==> config.mk <==
export PLATFORM = sky130hd
export DESIGN_NAME = hdq_master
export DESIGN_NICKNAME = d
export VERILOG_FILES = /design/src/rtl/hdq_master.sv
export SDC_FILE = /design/constraint.sdc
export NUM_CORES = 1
export LEC_CHECK = 0
export CELL_PAD_IN_SITES_DETAIL_PLACEMENT = 2
export CELL_PAD_IN_SITES_GLOBAL_PLACEMENT = 2
export CORE_MARGIN = 2
export CORE_UTILIZATION = 39
export CTS_BUF_LIST = sky130_fd_sc_hd__clkbuf_8
export CTS_CLUSTER_DIAMETER = 60
export DETAILED_ROUTE_END_ITERATION = 10
export PLACE_DENSITY = 0.95
export SLEW_MARGIN = 20
export SYNTH_ARGS = -nofsm -noshare
export SYNTH_HDL_FRONTEND = slang
export SYNTH_SLANG_ARGS = --single-unit
==> constraint.sdc <==
create_clock -name clk -period 8.3 [get_ports clk]
set_clock_uncertainty 0.2 [all_clocks]
set_input_delay 1.66 -clock clk [delete_from_list [all_inputs] [get_ports clk]]
set_output_delay 1.66 -clock clk [all_outputs]
set_load 0.05 [all_outputs]
==> src/rtl/hdq_master.sv <==
// HDQ single-wire host controller: break, command byte, then write data or read data
// with response timeout. Every bus phase is timed from an internal microsecond tick.
module hdq_master #(
    parameter int unsigned TICK_DIV  = 133,
    parameter int unsigned DATA_W    = 8,
    parameter int unsigned T_BREAK   = 190,
    parameter int unsigned T_BRK_REC = 40,
    parameter int unsigned T_CYCLE   = 190,
    parameter int unsigned T_HW1     = 40,
    parameter int unsigned T_HW0     = 120,
    parameter int unsigned T_SAMPLE  = 60,
    parameter int unsigned T_TO      = 320
) (
    input  logic              clk,
    input  logic              rst,
    input  logic              start,
    input  logic              rw,
    input  logic [6:0]        addr,
    input  logic [DATA_W-1:0] wdata,
    output logic [DATA_W-1:0] rdata,
    output logic              busy,
    output logic              done,
    output logic              timeout,
    input  logic              dq_in,
    output logic              dq_oe
);

    localparam int unsigned TDW = $clog2(TICK_DIV);
    localparam int unsigned M1  = (T_BREAK > T_BRK_REC) ? T_BREAK : T_BRK_REC;
    localparam int unsigned M2  = (M1 > T_CYCLE) ? M1 : T_CYCLE;
    localparam int unsigned M3  = (M2 > T_TO) ? M2 : T_TO;
    localparam int unsigned M4  = (M3 > T_SAMPLE) ? M3 : T_SAMPLE;
    localparam int unsigned PHW = $clog2(M4 + 1);
    localparam int unsigned BCW = $clog2(DATA_W);
    localparam int unsigned TXW = 8 + DATA_W;

    typedef enum logic [2:0] {
        StIdle,
        StBreak,
        StBrkRec,
        StCmd,
        StWdata,
        StRwait,
        StRbit,
        StDone
    } state_e;

    state_e            state_q, state_d;
    logic [TDW-1:0]    tdiv_q, tdiv_d;
    logic [PHW-1:0]    ph_q, ph_d;
    logic [BCW-1:0]    bit_q, bit_d;
    logic [TXW-1:0]    tx_q, tx_d;
    logic [DATA_W-1:0] rx_q, rx_d;
    logic [DATA_W-1:0] rdata_q, rdata_d;
    logic              rw_q, rw_d;
    logic              to_q, to_d;
    logic              oe_q, oe_d;
    logic              smp_q, smp_d;
    logic [2:0]        sync_q, sync_d;

    logic              tick;
    logic              tick_clr;
    logic              dq_s;
    logic              fall;
    logic [PHW-1:0]    ph_inc;
    logic [PHW-1:0]    low_ticks;

    // sync_q[1] is the synchronised pad level, sync_q[2] its one-cycle-old copy
    assign dq_s      = sync_q[1];
    assign fall      = sync_q[2] & ~sync_q[1];
    assign tick      = (tdiv_q == TDW'(TICK_DIV - 1));
    assign ph_inc    = ph_q + 1'b1;
    assign low_ticks = tx_q[0] ? PHW'(T_HW1) : PHW'(T_HW0);

    assign busy    = (state_q != StIdle);
    assign done    = (state_q == StDone);
    assign timeout = to_q;
    assign rdata   = rdata_q;
    assign dq_oe   = oe_q;

    // Next-state logic; dq_oe is computed one cycle ahead so the pad drive is a clean flop
    always_comb begin
        state_d  = state_q;
        ph_d     = ph_q;
        bit_d    = bit_q;
        tx_d     = tx_q;
        rx_d     = rx_q;
        rdata_d  = rdata_q;
        rw_d     = rw_q;
        to_d     = to_q;
        oe_d     = oe_q;
        smp_d    = smp_q;
        tick_clr = 1'b0;
        sync_d   = {sync_q[1:0], dq_in};

        unique case (state_q)
            StIdle: begin
                oe_d = 1'b0;
                if (start) begin
                    state_d  = StBreak;
                    tx_d     = {wdata, rw, addr};
                    rw_d     = rw;
                    to_d     = 1'b0;
                    ph_d     = '0;
                    bit_d    = '0;
                    tick_clr = 1'b1;
                    oe_d     = 1'b1;
                end
            end
            StBreak: begin
                if (tick) begin
                    if (ph_q == PHW'(T_BREAK - 1)) begin
                        state_d = StBrkRec;
                        ph_d    = '0;
                        oe_d    = 1'b0;
                    end else begin
                        ph_d = ph_inc;
                    end
                end
            end
            StBrkRec: begin
                if (tick) begin
                    if (ph_q == PHW'(T_BRK_REC - 1)) begin
                        state_d = StCmd;
                        ph_d    = '0;
                        oe_d    = 1'b1;
                    end else begin
                        ph_d = ph_inc;
                    end
                end
            end
            StCmd, StWdata: begin
                if (tick) begin
                    if (ph_q == PHW'(T_CYCLE - 1)) begin
                        ph_d  = '0;
                        tx_d  = tx_q >> 1;
                        bit_d = bit_q + 1'b1;
                        oe_d  = 1'b1;
                        if (state_q == StCmd && bit_q == BCW'(7)) begin
                            bit_d = '0;
                            if (rw_q) begin
                                state_d = StWdata;
                            end else begin
                                state_d = StRwait;
                                oe_d    = 1'b0;
                            end
                        end else if (state_q == StWdata && bit_q == BCW'(DATA_W - 1)) begin
                            state_d = StDone;
                            bit_d   = '0;
                            oe_d    = 1'b0;
                        end
                    end else begin
                        ph_d = ph_inc;
                        if (ph_inc == low_ticks) begin
                            oe_d = 1'b0;
                        end
                    end
                end
            end
            StRwait: begin
                oe_d = 1'b0;
                if (fall) begin
                    // Realign the tick to the slave edge so the sample point is exact
                    state_d  = StRbit;
                    ph_d     = '0;
                    smp_d    = 1'b0;
                    tick_clr = 1'b1;
                end else if (tick) begin
                    if (ph_q == PHW'(T_TO - 1)) begin
                        to_d    = 1'b1;
                        state_d = StDone;
                    end else begin
                        ph_d = ph_inc;
                    end
                end
            end
            StRbit: begin
                if (!smp_q) begin
                    if (tick) begin
                        if (ph_q == PHW'(T_SAMPLE - 1)) begin
                            rx_d  = {dq_s, rx_q[DATA_W-1:1]};
                            smp_d = 1'b1;
                            ph_d  = '0;
                        end else begin
                            ph_d = ph_inc;
                        end
                    end
                end else if (dq_s) begin
                    ph_d     = '0;
                    tick_clr = 1'b1;
                    if (bit_q == BCW'(DATA_W - 1)) begin
                        state_d = StDone;
                        rdata_d = rx_q;
                    end else begin
                        bit_d   = bit_q + 1'b1;
                        state_d = StRwait;
                    end
                end else if (tick) begin
                    if (ph_q == PHW'(T_TO - 1)) begin
                        to_d    = 1'b1;
                        state_d = StDone;
                    end else begin
                        ph_d = ph_inc;
                    end
                end
            end
            StDone: begin
                state_d = StIdle;
                oe_d    = 1'b0;
            end
            default: begin
                state_d = StIdle;
                oe_d    = 1'b0;
            end
        endcase
    end

    // Tick divider wraps every TICK_DIV cycles; restarted on accept and slave-edge alignment
    assign tdiv_d = (tick || tick_clr) ? '0 : tdiv_q + 1'b1;

    // State registers with synchronous reset; synchroniser resets to the idle-high bus level
    always_ff @(posedge clk) begin
        if (rst) begin
            state_q <= StIdle;
            tdiv_q  <= '0;
            ph_q    <= '0;
            bit_q   <= '0;
            tx_q    <= '0;
            rx_q    <= '0;
            rdata_q <= '0;
            rw_q    <= 1'b0;
            to_q    <= 1'b0;
            oe_q    <= 1'b0;
            smp_q   <= 1'b0;
            sync_q  <= 3'b111;
        end else begin
            state_q <= state_d;
            tdiv_q  <= tdiv_d;
            ph_q    <= ph_d;
            bit_q   <= bit_d;
            tx_q    <= tx_d;
            rx_q    <= rx_d;
            rdata_q <= rdata_d;
            rw_q    <= rw_d;
            to_q    <= to_d;
            oe_q    <= oe_d;
            smp_q   <= smp_d;
            sync_q  <= sync_d;
        end
    end

endmodule

**After elaboration in Yosys (flattened, before gate mapping)**

Index checks and enable logic that the tools add are counted.

- Bits of input ports: 20
- Logic and storage cells: 146
- Bits in registers: 62

- Reduce and logical (&&, ||, !) cells: 25
- Equality and inequality tests: 31
- Bitwise gates (word level): 3
- Add/subtract/negate cells: 3
- Mux-type cells: 72

Operators with widths:

| cell | count |
|---|---|
| $mux W9 | 12 |
| $mux W3 | 22 |
| $mux W16 | 3 |
| $pmux W9 S5 | 1 |
| $pmux W16 S2 | 1 |
| $ne A2 B2 Y1 const B | 13 |
| $mux W1 | 25 |
| $pmux W3 S7 | 1 |
| $eq A9 B6 Y1 const B | 2 |
| $eq A3 B3 Y1 const B | 5 |
| $reduce_and A7 Y1 | 2 |
| $reduce_and A4 Y1 | 3 |
| $reduce_and A5 Y1 | 2 |
| $reduce_bool A5 Y1 | 2 |
| $add A9 B1 Y9 const B | 1 |
| $eq A9 B7 Y1 | 1 |
| $eq A9 B8 Y1 const B | 1 |
| $eq A9 B9 Y1 const B | 1 |
| $ne A3 B3 Y1 const B | 3 |
| $pmux W3 S3 | 1 |
| $reduce_and A9 Y1 | 1 |
| $reduce_bool A3 Y1 | 3 |
| $add A8 B1 Y8 const B | 1 |
| $eq A8 B8 Y1 const B | 1 |
| other kinds (18) | 26 |

**Depth between registers and ports, before layout**

Gate-level depths: netlist of the first run.

- Depth after elaboration: 7
- Mapped depth: 10
- Mapped depth without buffers: 9

**Worst setup path after synthesis of the first run**

OpenSTA, ideal clock, no wires.

- Path type: input to register
- Start point: input port start
- End point: register ph_q[7]
- Path slack: 5.208 ns
- Path buffers: 1
- Arrival: 2.776 ns
- Stages: 6
- Setup time: 0.117 ns
- Cell sequence: nor2_1 > a311o_1 > a211oi_1 > buf_2 > a21o_1 > a22o_1

- Word-level cells in the longest chain between the ends: 2

RTL lines:

| item | line | text |
|---|---|---|
| start: declaration | 16 | `input logic start,` |
| $ne A2 B2 Y1 (no source line) | n/a |  |
| $reduce_and A5 Y1 (no source line) | n/a |  |
| end signal: assignment | 239 | `ph_q <= ph_d;` |
| end: declaration | 50 | `logic [PHW-1:0] ph_q, ph_d;` |

Every way passes these cells.
A chain may end at the register's enable or synchronous reset.

**Final worst setup path of the first run**

- Start point: register state_q[1]
- End point: output port busy

- Word-level cells in the longest chain between the ends: 1

RTL lines:

| item | line | text |
|---|---|---|
| start: declaration | 48 | `state_e state_q, state_d;` |
| start signal: assignment | 224 | `state_q <= StIdle;` |
| start signal: assignment | 237 | `state_q <= state_d;` |
| $reduce_bool A3 Y1 | 75 | `assign busy = (state_q != StIdle);` |
| end: declaration | 21 | `output logic busy,` |

Every way passes these cells.

==> results_dict.tcl, run 1 <==
set metrics [dict create \
    outcome "finished, final reports clean" \
    num_vias 3129 \
    p_sw_w 0.0004173 \
    totalWireLength_microns 11650 \
    leakagePower_nw 1.597 \
    r2r_setup_slack_ns 4.48 \
    fin_util_pct 47.47 \
    hold_class "reg2reg" \
    fin_crit_sh_pct 59.39 \
    port_buffers 31 \
    numClockSinks 62 \
    grt_pass1_vias 3442 \
    synth_cells 394 \
    grt-ovfl-total 0 \
    startpoint_type "flip-flop" \
    die_x_microns 96.78 \
    cts_buffers 9 \
    dp_hpwl_microns 7142 \
    cts_buffer_depth 2 \
    crit_required_ns 6.44 \
    synth.avg_cell_area_sq_um 8.520 \
    drv_slew 0 \
    ys_types 65 \
    wire_per_inst_microns 22.32 \
    cts_resized 0 \
    drt_pass1_iterations 6 \
    globalplace.congestion 0.8175 \
    critPathMaxStageDelay_ns 0.78 \
    p_clk_share_pct 28.5 \
    dieArea_sq_um 9365 \
    setup-violations-final 0 \
    rsz0062_at_grt "false" \
    io_pins 32 \
    setup.worst_path.class "reg2out" \
    pwr_density_cell_nw_per_um2 271.5 \
    worst_pin_slew_ns 0.9065 \
    worstHoldStart "sync_q[0]" \
    grt_usage_pct 25.00 \
    synth-edff-count 0 \
    seq_area_frac_synth_pct 36.97 \
    drc_errors 0 \
    worst_setup_path_end_kind "primary output" \
    async_reset_ff_share_pct 0 \
    worstHoldPathCells 1 \
    nNetsFinal 439 \
    drt-vias-per-instance 5.994 \
    p_seq_share_pct 36.9 \
    grt_max_degree 51 \
    yosysMostFrequentCell "dfxtp_1" \
    hold_buffers 0 \
    cts_tree "done" \
    core_area_sq_um 8299 \
    grt_pass1_wl_microns 18750 \
    rows 33 \
    cts_root_buffer "clkbuf_8" \
    critical_path.top_delay_family "buffers and inverters" \
    r2r_cells 9 \
    yosys-top-cells-area "dfxtp_1 37%, mux2i_1 10%, nor2_1 6.5%" \
    worst_r2r_endpoint "ph_q[5]" \
    synth_top_area_share_pct 36.97 \
    drive_gt1_share_pct 8.393 \
    synth_area_leader_cell "dfxtp_1" \
    ir_worst_vdd_mv 0.1282 \
    maxSlewHeadroom_pct 39.01 \
    cts.reportedPaths.clkPinSlew_ns 0.08 \
    htreeDepth 3 \
    synth_fp_nets 421 \
    clock.fmax_ghz 0.2029 \
    synthFlopType "dfxtp_1" \
    die_h_microns 96.78 \
    drtIter0Drc 192 \
    postCtsSetupBuffers 0 \
    p_int_w 0.0006524 \
    drtAntennaViolNets 0 \
    reg2reg_from "state_q[1]" \
    ys_ff_latch 62 \
    hold_viol_final 0 \
    power.share.switching_pct 39.01 \
    crit_arrival_ns 3.07 \
    worstPathMaxFanout 25 \
    power_frac_comb_pct 34.6 \
    cp_slowest_cell "clkdlybuf4s50_1" \
    fin_tns_setup_ns 0 \
    synth_commonest_cells "62 x dfxtp_1, 58 x nor2_1, 35 x mux2i_1, 28 x nand2_1" \
    syn-cell-area_sq_um 3357 \
    diodes 0 \
    syn_to_final_growth_pct 17.37 \
    antenna_found_initial 0 \
    critPathBufInv 3 \
    cap_violations 0 \
    period_needed_ns 4.930 \
    worstPathCellList "nor2_1 > inv_1 > nor2_1 > inv_1 > clkdlybuf4s50_1" \
    synth_warnings 0 \
    hold_path_end "sync_q[1]" \
    initial_core_util_pct 40.45 \
    clkLatencyLatePin_ns 0.36 \
]
==> cells by family after synthesis <==
group                    count (synthesis)  synth area share, %
AND/OR/NAND/NOR                        153                22.85
AO/OA/AOI/OAI                           88                19.64
flip-flops                              62                36.97
buffers and inverters                   39                4.696
multiplexers                            36                10.88
XOR/XNOR                                 9                2.348
adder cells (fa/ha/maj)                  7                2.609
==> sequential cells by signal (all words and copies together) (netlist names) <==
signal / cells
bit_q: 3
dq_oe: 1
ph_q: 9
rdata: 8
rw_q: 1
rx_q: 8
smp_q: 1
state_q: 3
sync_q: 3
tdiv_q: 8
timeout: 1
tx_q: 16
==> worst register-to-register path: stages (launching register included) <==
cell	delay, ns
dfxtp_1	0.61
nor2_1	0.30
inv_1	0.13
nor2_1	0.58
inv_1	0.32
nor2_1	0.61
a311o_1	0.29
a211oi_2	0.13
and3_1	0.30
a221o_1	0.25
==> routing by layer <==
| layer | part of all wire, % | GRT usage (%) | vias to the layer above |
|---|---|---|---|
| li1 | - | - | 1447 |
| met1 | 42 | 29.61 | 1584 |
| met2 | 52 | 44.60 | 68 |
| met3 | 2.7 | 4.552 | 30 |
| met4 | 2.8 | 9.751 | 0 |
| met5 | 0 | 0 | - |
==> final cells by class <==
class / instances / area, sq um
Fill cell: 890 / 4359
Timing Repair Buffer: 33 / 324.1
Multi-Input combinational cell: 293 / 1978
Clock buffer: 10 / 137.6
Sequential cell: 62 / 1241
Tap cell: 105 / 131.4
Inverter: 13 / 48.80
Clock inverter: 6 / 78.83
==> cells in the final DEF (no fill, tap or decap), drive strengths merged, types with 2 or more instances in the layout <==
cell / count
o22ai: 3
mux2i: 35
nor3: 3
nand2: 28
nor4b: 2
a2111oi: 4
xnor2: 4
a21o: 2
o21a: 3
a21oi: 23
nand3: 15
a221o: 2
inv: 16
bufinv: 2
a211oi: 17
or3b: 3
nor4bb: 2
xor2: 5
or2: 5
nor3b: 2
o21ai: 12
ha: 7
a31oi: 2
o211ai: 2
buf: 3
clkdlybuf4s50: 30
nand2b: 6
clkbuf: 10
nor2b: 6
a311oi: 3
nor2: 59
nor4: 2
a41oi: 2
nand4: 3
and3: 10
dfxtp: 62
o32a: 2
==> stage by stage <==
stage,area (sq um),total power (W),hold WS [ns],instances,worst slack (ns)
6_report,3940,0.001070,0.2590,522,3.371
3_5_place_dp,3702,0.0007404,0.2302,505,3.714
5_1_grt,3940,0.001119,0.2651,522,3.223
3_3_place_gp,3702,0.0007056,0.1927,505,3.908
4_1_cts,3919,0.001062,0.2653,521,3.489
2_1_floorplan,3357,0.0006358,0.1895,394,5.208
==> worst max-delay path by stage <==
stage | from | end | slack, ns | depth (start not counted)
CTS | state_q[1] | busy | 3.49 | 5
detailed placement | start | ph_q[2] | 3.71 | 6
global route | state_q[1] | busy | 3.22 | 5
finish | state_q[1] | busy | 3.37 | 5
floorplan | start | ph_q[7] | 5.21 | 6
global placement | start | ph_q[5] | 3.91 | 6
==> power by group through the flow <==
stage                     Clock [W]  Combinational [W]  Sequential, W
after floorplan                   0           0.000260       0.000375
after global placement            0           0.000317       0.000389
after detailed placement          0           0.000345       0.000395
after CTS                  0.000310           0.000360       0.000393
after global routing       0.000321           0.000398       0.000399
final                      0.000305           0.000370       0.000395
No activity file was read; power rests on OpenSTA's default activity.
==> inputs of run 2 (changes only) <==
--- a/config.mk
+++ b/config.mk
@@ -8,11 +8,11 @@
 export CELL_PAD_IN_SITES_DETAIL_PLACEMENT = 2
 export CELL_PAD_IN_SITES_GLOBAL_PLACEMENT = 2
 export CORE_MARGIN = 2
-export CORE_UTILIZATION = 39
+export CORE_UTILIZATION = 36
 export CTS_BUF_LIST = sky130_fd_sc_hd__clkbuf_8
 export CTS_CLUSTER_DIAMETER = 60
 export DETAILED_ROUTE_END_ITERATION = 10
-export PLACE_DENSITY = 0.95
+export PLACE_DENSITY = 0.9
 export SLEW_MARGIN = 20
 export SYNTH_ARGS = -nofsm -noshare
 export SYNTH_HDL_FRONTEND = slang
==> constraint.sdc (replaced) <==
create_clock -name clk -period 4.6 [get_ports clk]
set_clock_uncertainty 0.2 [all_clocks]
set_input_delay 0.92 -clock clk [delete_from_list [all_inputs] [get_ports clk]]
set_output_delay 0.92 -clock clk [all_outputs]
set_load 0.05 [all_outputs]
==> results_dict.tcl, run 2 (synthesized netlist as in run 1, its figures left out) <==
set metrics [dict create \
    outcome "finished, final reports clean" \
    hold_path_end "sync_q[1]" \
    dp_hpwl_microns 6821 \
    grt_pass1_vias 3373 \
    grt_usage_pct 21.79 \
    cap_violations 0 \
    setup-violations-final 0 \
    clock.fmax_ghz 0.2531 \
    drt-vias-per-instance 5.687 \
    crit_required_ns 3.48 \
    largest_reg_flops 16 \
    p_int_w 0.001121 \
    final_common_cell "dfxtp_1" \
    drt_pass1_iterations 4 \
    rows 35 \
    r2r_setup_slack_ns 1.01 \
    drv_slew 0 \
    p_clk_share_pct 27.6 \
    fillers 1019 \
    cts_buffers 9 \
    nNetsFinal 442 \
    worst_pin_slew_ns 0.9922 \
    wire_per_inst_microns 19.82 \
    numClockSinks 62 \
    htreeDepth 3 \
    grt-ovfl-total 0 \
    cts.reportedPaths.clkPinSlew_ns 0.09 \
    num_vias 3020 \
    period_needed_ns 3.952 \
    reg2reg_from "state_q[0]" \
    die_x_microns 100.6 \
    globalplace.congestion 0.8058 \
    drc_errors 0 \
    postCtsSetupBuffers 0 \
    drtIter0Drc 83 \
    dieArea_sq_um 10110 \
    whs_ns 0.2172 \
    r2r_cells 10 \
    p_sw_w 0.0007501 \
    io_pins 32 \
    p_seq_share_pct 37.1 \
    startpoint_type "flip-flop" \
    die_h_microns 100.6 \
    fin_crit_sh_pct 85.91 \
    initial_core_util_pct 36.68 \
    rsz0062_at_grt "false" \
    maxSlewHeadroom_pct 33.85 \
    ir_worst_vdd_mv 0.2238 \
    core_area_sq_um 9153 \
    pwr_density_cell_nw_per_um2 473.9 \
    power.share.switching_pct 40.09 \
    hold_buffers 0 \
    leakagePower_nw 1.594 \
    largest_register "tx_q" \
    final_cell_mix "62 x dfxtp_1, 57 x nor2_1, 35 x mux2i_1, 30 x clkdlybuf4s50_1, 28 x nand2_1" \
    setup.worst_path.class "reg2out" \
    hold_class "reg2reg" \
    crit_arrival_ns 2.83 \
    cts_tree "done" \
    worstHoldStart "sync_q[0]" \
    worst_setup_path_end_kind "primary output" \
    clkLatencyLatePin_ns 0.36 \
    drive_gt1_share_pct 9.524 \
    port_buffers 31 \
    grt_max_degree 51 \
    syn_to_final_growth_pct 17.63 \
    totalWireLength_microns 10530 \
    hold_viol_final 0 \
    diodes 0 \
    cts_root_buffer "clkbuf_8" \
    fin_tns_setup_ns 0 \
    reg_top3 "tx_q x16, ph_q x9" \
    cts_resized 0 \
    antenna_found_initial 0 \
    cts_buffer_depth 2 \
    power_frac_comb_pct 35.4 \
    worstHoldPathCells 1 \
    grt_pass1_wl_microns 17230 \
    worstPathMaxFanout 26 \
    drtAntennaViolNets 0 \
    worst_r2r_endpoint "ph_q[4]" \
]
-- run 2: layout make-up --
class | count | area (sq um) | area share (%)
Clock buffer | 9 | 123.9 | 3.137
Multi-Input combinational cell | 293 | 1968 | 49.84
Clock inverter | 7 | 81.33 | 2.060
Timing Repair Buffer | 36 | 346.6 | 8.777
Inverter | 13 | 48.80 | 1.236
Tap cell | 111 | 138.9 | 3.517
Sequential cell | 62 | 1241 | 31.43
-- run 2: per-stage QoR --
step                instances  utilization [%]  instance area [sq um]  setup WS (ns)  power [W]
floorplan                 394                -                   3357          1.852   0.001147
global placement          514            40.78                   3732          1.255   0.001279
detailed placement        514            40.78                   3732          1.074   0.001330
CTS                       530            43.02                   3938         0.6569   0.001861
global route              531            43.14                   3949         0.4817   0.001982
finish                    531            43.14                   3949         0.6482   0.001871
-- run 2: per-layer routing --
metal | vias up | GRT usage [%] | wire length (microns)
li1 | 1454 | - | -
met1 | 1480 | 24.49 | 4454
met2 | 57 | 38.93 | 5438
met3 | 29 | 5.340 | 339
met4 | 0 | 9.589 | 294
met5 | - | 0 | 0
-- run 2: worst max path at each step --
stage	start	endpoint	slack, ns	cells after the start
2_1_floorplan	state_q[2]	ph_q[7]	1.85	9
3_3_place_gp	state_q[1]	busy	1.25	6
3_5_place_dp	state_q[0]	tx_q[11]	1.07	8
4_1_cts	state_q[0]	busy	0.66	5
5_1_grt	state_q[0]	busy	0.48	5
6_report	state_q[0]	busy	0.65	5
-- run 2: power groups by stage --
stage	Combinational (W)	Clock [W]	Sequential [W]
2_1_floorplan	0.000470	0	0.000677
3_3_place_gp	0.000587	0	0.000692
3_5_place_dp	0.000628	0	0.000703
4_1_cts	0.000647	0.000522	0.000692
5_1_grt	0.000727	0.000549	0.000705
6_report	0.000662	0.000516	0.000694
-- run 2: critical path, cell delays in order (launching register included) --
cell	delay, ns
dfxtp_1	0.57
nor2_1	0.25
inv_1	0.10
nor2_1	0.47
inv_1	0.29
clkdlybuf4s50_1	0.77
